==> src/rtl/jace_video_fetch_pkg.sv <==
// jace_video_pkg: default raster timing, cell phase constants and shared helpers
// for the Jupiter Ace style video fetcher.
package jace_video_pkg;
    localparam int PAL_H_TOTAL  = 416;
    localparam int PAL_H_ACTIVE = 256;
    localparam int PAL_HS_START = 320;
    localparam int PAL_HS_LEN   = 32;
    localparam int PAL_V_TOTAL  = 312;
    localparam int PAL_V_ACTIVE = 192;
    localparam int PAL_VS_START = 248;
    localparam int PAL_VS_LEN   = 8;
    localparam int PAL_CHAR_H   = 8;
    localparam logic [2:0] PH_SCR  = 3'd0;
    localparam logic [2:0] PH_CODE = 3'd1;
    localparam logic [2:0] PH_CHR  = 3'd2;
    localparam logic [2:0] PH_PAT  = 3'd3;
    localparam logic [2:0] PH_LOAD = 3'd7;
    typedef struct packed {
        logic hs;
        logic vs;
        logic act;
    } sync_t;
    function automatic int cnt_w(input int n);
        return (n > 1) ? $clog2(n) : 1;
    endfunction
endpackage

==> src/rtl/jace_video_fetch_sync_delay.sv <==
// jace_sync_delay: N-stage, W-bit delay line keeping sync/blank aligned with the
// pixel pipeline.
module jace_sync_delay
    import jace_video_pkg::*;
#(
    parameter int N = 8,
    parameter int W = $bits(sync_t)
) (
    input  logic         clk,
    input  logic         rst_n,
    input  logic [W-1:0] d,
    output logic [W-1:0] q
);
    logic [W-1:0] sr [N];
    always_ff @(posedge clk) begin
        if (!rst_n) begin
            for (int i = 0; i < N; i++) sr[i] <= '0;
        end else begin
            sr[0] <= d;
            for (int i = 1; i < N; i++) sr[i] <= sr[i-1];
        end
    end
    assign q = sr[N-1];
endmodule

==> src/rtl/jace_video_fetch.sv <==
// jace_video_fetch: raster generator, character-cell fetcher and CPU contention arbiter.
// Define JACE_CPU_SLOT_EN to hand phases 4..7 of every active cell to the CPU.
module jace_video_fetch
    import jace_video_pkg::*;
#(
    parameter int H_TOTAL  = PAL_H_TOTAL,
    parameter int H_ACTIVE = PAL_H_ACTIVE,
    parameter int HS_START = PAL_HS_START,
    parameter int HS_LEN   = PAL_HS_LEN,
    parameter int V_TOTAL  = PAL_V_TOTAL,
    parameter int V_ACTIVE = PAL_V_ACTIVE,
    parameter int VS_START = PAL_VS_START,
    parameter int VS_LEN   = PAL_VS_LEN,
    parameter int CHAR_H   = PAL_CHAR_H,
    parameter int SCR_AW   = 10,
    parameter int CHR_AW   = 10,
    parameter int INT_CLKS = 0
) (
    input  logic              clk,
    input  logic              rst_n,
    output logic [SCR_AW-1:0] screen_addr,
    input  logic [7:0]        screen_data,
    output logic [CHR_AW-1:0] char_addr,
    input  logic [7:0]        char_data,
    input  logic              cpu_req,
    output logic              wait_n,
    output logic              cpu_grant,
    output logic              int_n,
    output logic              video,
    output logic              hsync_n,
    output logic              vsync_n,
    output logic              blank
);
    localparam int HW   = cnt_w(H_TOTAL);
    localparam int VW   = cnt_w(V_TOTAL);
    localparam int CW   = cnt_w(CHAR_H);
    localparam int COLW = cnt_w(H_ACTIVE / 8);
    localparam logic [HW-1:0] H_LAST = HW'(H_TOTAL - 1);
    localparam logic [VW-1:0] V_LAST = VW'(V_TOTAL - 1);
    localparam logic [HW:0] H_ACT  = (HW+1)'(H_ACTIVE);
    localparam logic [HW:0] HS_BEG = (HW+1)'(HS_START);
    localparam logic [HW:0] HS_END = (HW+1)'(HS_START + HS_LEN);
    localparam logic [VW:0] V_ACT  = (VW+1)'(V_ACTIVE);
    localparam logic [VW:0] VS_BEG = (VW+1)'(VS_START);
    localparam logic [VW:0] VS_END = (VW+1)'(VS_START + VS_LEN);

    logic [HW-1:0] hcnt, hnext;
    logic [VW-1:0] vcnt, vnext;
    logic [2:0]    p;
    logic [CW-1:0] cline;
    logic          viden, viden_next, fetch_busy;
    logic [7:0]    code_q, pat_q, shifter;
    logic          inv_q, inv_s;
    sync_t         sync_c, sync_d;

    always_comb begin
        hnext      = (hcnt == H_LAST) ? '0 : hcnt + 1'b1;
        vnext      = (hcnt != H_LAST) ? vcnt : (vcnt == V_LAST) ? '0 : vcnt + 1'b1;
        viden      = ({1'b0, hcnt} < H_ACT) && ({1'b0, vcnt} < V_ACT);
        viden_next = ({1'b0, hnext} < H_ACT) && ({1'b0, vnext} < V_ACT);
        p          = hcnt[2:0];
        cline      = vcnt[CW-1:0];
        sync_c.hs  = ({1'b0, hcnt} >= HS_BEG) && ({1'b0, hcnt} < HS_END);
        sync_c.vs  = ({1'b0, vcnt} >= VS_BEG) && ({1'b0, vcnt} < VS_END);
        sync_c.act = viden;
    end

`ifdef JACE_CPU_SLOT_EN
    assign fetch_busy = viden && (p <= PH_PAT);
`else
    assign fetch_busy = viden;
`endif
    assign cpu_grant = cpu_req && !fetch_busy;

    // char_addr is captured from screen_data as the cell enters PH_CHR, so it
    // equals {code_q[6:0], cline} while the char RAM samples it.
    always_ff @(posedge clk) begin
        if (!rst_n) begin
            hcnt        <= '0;
            vcnt        <= '0;
            screen_addr <= '0;
            char_addr   <= '0;
            code_q      <= '0;
            pat_q       <= '0;
            inv_q       <= 1'b0;
            shifter     <= '0;
            inv_s       <= 1'b0;
            wait_n      <= 1'b1;
        end else begin
            hcnt <= hnext;
            vcnt <= vnext;
            if (viden_next && hnext[2:0] == PH_SCR)
                screen_addr <= SCR_AW'({vnext[VW-1:CW], hnext[COLW+2:3]});
            if (viden && hnext[2:0] == PH_CHR) begin
                code_q    <= screen_data;
                char_addr <= CHR_AW'({screen_data[6:0], cline});
            end
            if (viden && p == PH_PAT) begin
                pat_q <= char_data;
                inv_q <= code_q[7];
            end
            if (p == PH_LOAD) begin
                shifter <= viden ? pat_q : '0;
                inv_s   <= viden && inv_q;
            end else begin
                shifter <= {shifter[6:0], 1'b0};
            end
            if (cpu_req && fetch_busy) wait_n <= 1'b0;
            else if (!fetch_busy) wait_n <= 1'b1;
        end
    end

    assign video = shifter[7] ^ inv_s;

    jace_sync_delay #(.N(8), .W($bits(sync_t))) u_sync_delay (
        .clk   (clk),
        .rst_n (rst_n),
        .d     (sync_c),
        .q     (sync_d)
    );

    assign hsync_n = ~sync_d.hs;
    assign vsync_n = ~sync_d.vs;
    assign blank   = ~sync_d.act;

    if (INT_CLKS == 0) begin : g_int_vs
        assign int_n = ~sync_c.vs;
    end else begin : g_int_cnt
        localparam int IW = cnt_w(INT_CLKS);
        localparam logic [VW-1:0] V_INT = VW'(VS_START);
        logic [IW-1:0] int_left;
        logic          int_start;
        assign int_start = (vcnt == V_INT) && (hcnt == '0);
        // The countdown ignores line wrap so long pulses span several lines.
        always_ff @(posedge clk) begin
            if (!rst_n) int_left <= '0;
            else if (int_start) int_left <= IW'(INT_CLKS - 1);
            else if (int_left != '0) int_left <= int_left - 1'b1;
        end
        assign int_n = ~(int_start || int_left != '0);
    end
endmodule

==> config.mk <==
export PLATFORM = sky130hd
export DESIGN_NAME = jace_video_fetch
export DESIGN_NICKNAME = d
export VERILOG_FILES = /design/src/rtl/jace_video_fetch_pkg.sv /design/src/rtl/jace_video_fetch_sync_delay.sv /design/src/rtl/jace_video_fetch.sv
export SDC_FILE = /design/constraint.sdc
export NUM_CORES = 1
export LEC_CHECK = 0
export ABC_AREA = 1
export CAP_MARGIN = 20
export CORE_MARGIN = 2
export CORE_UTILIZATION = 58
export DETAILED_ROUTE_END_ITERATION = 8
export PLACE_DENSITY = 0.84
export SETUP_SLACK_MARGIN = 0.2
export SLEW_MARGIN = 10
export SYNTH_ARGS = -nofsm -noshare
export SYNTH_HDL_FRONTEND = slang
export SYNTH_SLANG_ARGS = --single-unit
==> constraint.sdc <==
create_clock -name clk -period 4.55 [get_ports clk]
set_input_delay 1.365 -clock clk [delete_from_list [all_inputs] [get_ports clk]]
set_output_delay 1.365 -clock clk [all_outputs]
set_load 0.1 [all_outputs]
==> results.md <==
- Achievable clock frequency: 0.276 GHz
- Fraction of layout cells with a size suffix above 1: 0.0738
- Number of max-capacitance violations reported: 0
- Wirelength, routed: 6340 um
- Die Footprint: 6380 um2
- #FFs+latches synth: 82
- Number of antenna violations at the first check in global routing: 0
- Total buffers and inverters traversed by the critical path: 3
- Reg clk slew, reported paths: 70 ps
- Number of enable flip-flop cells after synthesis: 0
- Final instance area: 3950 um2
- Number of cells in the finished layout apart from fillers: 560
- Clock tree skew after final layout: 6.84 ps
- Dpl hpwl: 4330 um
- Data arrival at the endpoint of the critical path: 2260 ps
- Total Power Consumption: 1.41 mW
- CP max stage cell: clkdlybuf4s50_1
- Initial core utilization: 0.603
- Post-Syn Nets: 473
- Setup total negative slack: 0 ps
- DR DRC count: 0
- Endpoint of the worst-slack reg-to-reg timing path: char_addr[4]
- CP cell instances: clkdlybuf4s50_1 -> inv_1 -> nor2_1 -> buf_12
- Num CTS Buffers: 9
- Peak fanout along the critical path: 2
- Clock insertion delay at the later pin of the skew report: 350 ps
- Clock root buffer master: clkbuf_8
- Area added between synthesis and finish: 18.2%
- Clock sink count: 82
- Hold-critical path endpoint: u_sync_delay.sr[0][18]
- Power per standard cell area: 358 nW/um2
- Number of placement rows: 27
- Hold_sp: u_sync_delay.sr[0][15]
- Reg-to-reg setup timing slack: 2250 ps
- IR drop worst, VDD: 0.216 mV
- Number of buffers added for setup after CTS: 0
- Transition at the pin with the smallest max-transition slack: 987 ps
- Largest cells by area after synthesis: dfxtp_1 49%, inv_1 11%, nand2_1 9.1%
- Unrepaired setup endpoints after global routing: no
- Final Max Slew Viols: 0
- Post-synthesis async set-or-reset flop share: 0
- Setup violations, final: 0
- Cell area after placement: 3770 um2
- Final Hold Fails: 0
- Shortest clock period the worst path allows after layout: 3620 ps
- Required time of the critical path: 3180 ps
- Sequential-to-total area share from yosys stat: 0.491
- Post-Place Worst Slack: 935 ps
- Global placement routability congestion: 0.882
- Post-synth cell types: 26
- Period utilisation layout: 0.796
- Worst setup slack after layout: 930 ps
- Maximum buffer depth of the clock tree: 2
- Mean number of vias per cell: 4.91
- Post-synth top area cell: dfxtp_1
- Ys Warns: 0
- Number of detailed-routing iterations run before antenna repair: 4
- Number of cells traversed by the worst register-to-register path: 8
- Synth top area share: 0.491
- Iteration-0 DRC Markers: 114
- Number of global-route vias before repair: 2615
- Number of levels in the clock H-tree: 3
- Filler cells: 460
- Cell family with the largest share of critical-path delay: buffers and inverters
- Placeable core region: 5540 um2
- Resized cells post-CTS: 0
- Type of destination of the critical path: output port
- Number of buffers added on ports: 45
- Placed cell count: 544
- Top-level port count: 46
- Maximum number of pins on one net before global-route repair: 52
- Longest individual stage delay on the worst path: 450 ps
- Ant. Diodes: 0
- TritonCTS clock tree: yes
- Mean instance size in the synthesized netlist: 7.46 um2
- Net total in the final layout: 508
- Count of hold-fix buffers inserted at cts: 0
- Leakage dissipation: 1.81 nW
- Most numerous cell in the Yosys netlist: inv_1
- Cell area after synthesis: 3340 um2
- Worst min-delay path class: reg -> reg
- Most used DFF post-synth: dfxtp_1
- Depth of the worst hold-timing path: 2
- Vias after detailed routing: 2752
- Worst slew slack as a fraction of its limit: 0.340
- Critical path type: in -> out
- DIE WIDTH: 79.9 um
- Status: completed
- First-pass GRT wire length: 10800 um
- Top post-synthesis cells by count: 99 x inv_1, 82 x dfxtp_1, 81 x nand2_1
- Height of the chip: 79.9 um
- Number of routed nets with antenna violations: 0
- Startpoint Class: input pin
- Routed wirelength normalized by instance count: 11.3 um
- Gate Count Post-Synth: 448
- Worst r2r src: hcnt[0]
- Total global-route track usage: 0.216
- Total gr overflow: 0
-- report_power, final --
part           switching [mW]  leakage [nW]  total (mW)  internal, mW
Clock                   0.258        0.0882       0.470         0.213
Sequential             0.0101         0.665       0.749         0.739
Combinational           0.141          1.05       0.195        0.0539
-- state kept, by name (all words and copies together) (netlist names) --
register / cells
code_q: 2
u_sync_delay.sr: 24
inv_q: 1
hcnt: 9
screen_addr: 10
inv_s: 1
wait_n: 1
shifter: 8
pat_q: 8
char_addr: 9
vcnt: 9
-- metrics by stage --
step,utilization,hold WS [ps]
3_3_place_gp,0.680,393
3_5_place_dp,0.680,400
6_report,0.713,415
5_1_grt,0.713,441
4_1_cts,0.713,420
2_1_floorplan,-,390
-- routing by layer --
metal | vias to the layer above | GRT usage | part of all wire
li1 | 1419 | - | -
met1 | 1271 | 0.241 | 0.43
met2 | 54 | 0.389 | 0.51
met3 | 8 | 0.0577 | 0.043
met4 | 0 | 0.0780 | 0.013
met5 | - | 0 | 0
-- how the worst max path moves through the flow --
| stage | end | slack (ps) | startpoint | cells past startpoint |
|---|---|---|---|---|
| 3_3_place_gp | cpu_grant | 940 | cpu_req | 4 |
| 4_1_cts | cpu_grant | 930 | cpu_req | 4 |
| 6_report | cpu_grant | 930 | cpu_req | 4 |
| 3_5_place_dp | cpu_grant | 930 | cpu_req | 4 |
| 2_1_floorplan | cpu_grant | 530 | cpu_req | 2 |
| 5_1_grt | cpu_grant | 870 | cpu_req | 4 |
-- cell type report --
cell class                 instances  area (um2)  area share
inverter                         100         375      0.0950
clock buffer                      10         138      0.0348
multi-input combinational        244        1190       0.303
timing repair buffer              46         468       0.118
tap                               72        90.1      0.0228
sequential                        82        1640       0.416
clock inverter                     6        42.5      0.0108
-- cells by family (layout without fill, tap and decap cells) --
| kind of cell | after synthesis | in the layout | synth area share |
|---|---|---|---|
| fa+ha+maj | 6 | 6 | 0.0225 |
| simple gates | 182 | 182 | 0.246 |
| flops | 82 | 82 | 0.491 |
| xor+xnor | 1 | 1 | 0.00262 |
| buf+inv | 122 | 162 | 0.151 |
| compound gates | 55 | 55 | 0.0861 |
-- cell usage in the layout, fill, tap and decap left out --
master,count
buf_4,1
a21oi_1,25
o21bai_1,1
o21ai_0,21
xor2_1,1
clkdlybuf4s50_1,44
or2_2,1
clkbuf_8,10
nor2_1,48
nor2_2,1
clkinv_4,2
nand4_1,12
clkinvlp_4,2
nand3_1,22
inv_2,1
o22ai_1,8
buf_12,1
ha_1,6
nand2_2,7
nand3_2,3
nand4_2,1
nand2_4,2
inv_1,99
nand2_1,81
nor2_4,2
nor3_1,2
dfxtp_1,82
clkinv_2,2
-- tightest hold or removal path, stage by stage (launching register included) --
cell and delay (ps):
dfxtp_1 310, nand2_1 50, inv_1 40
No activity file was read; power rests on OpenSTA's default activity.
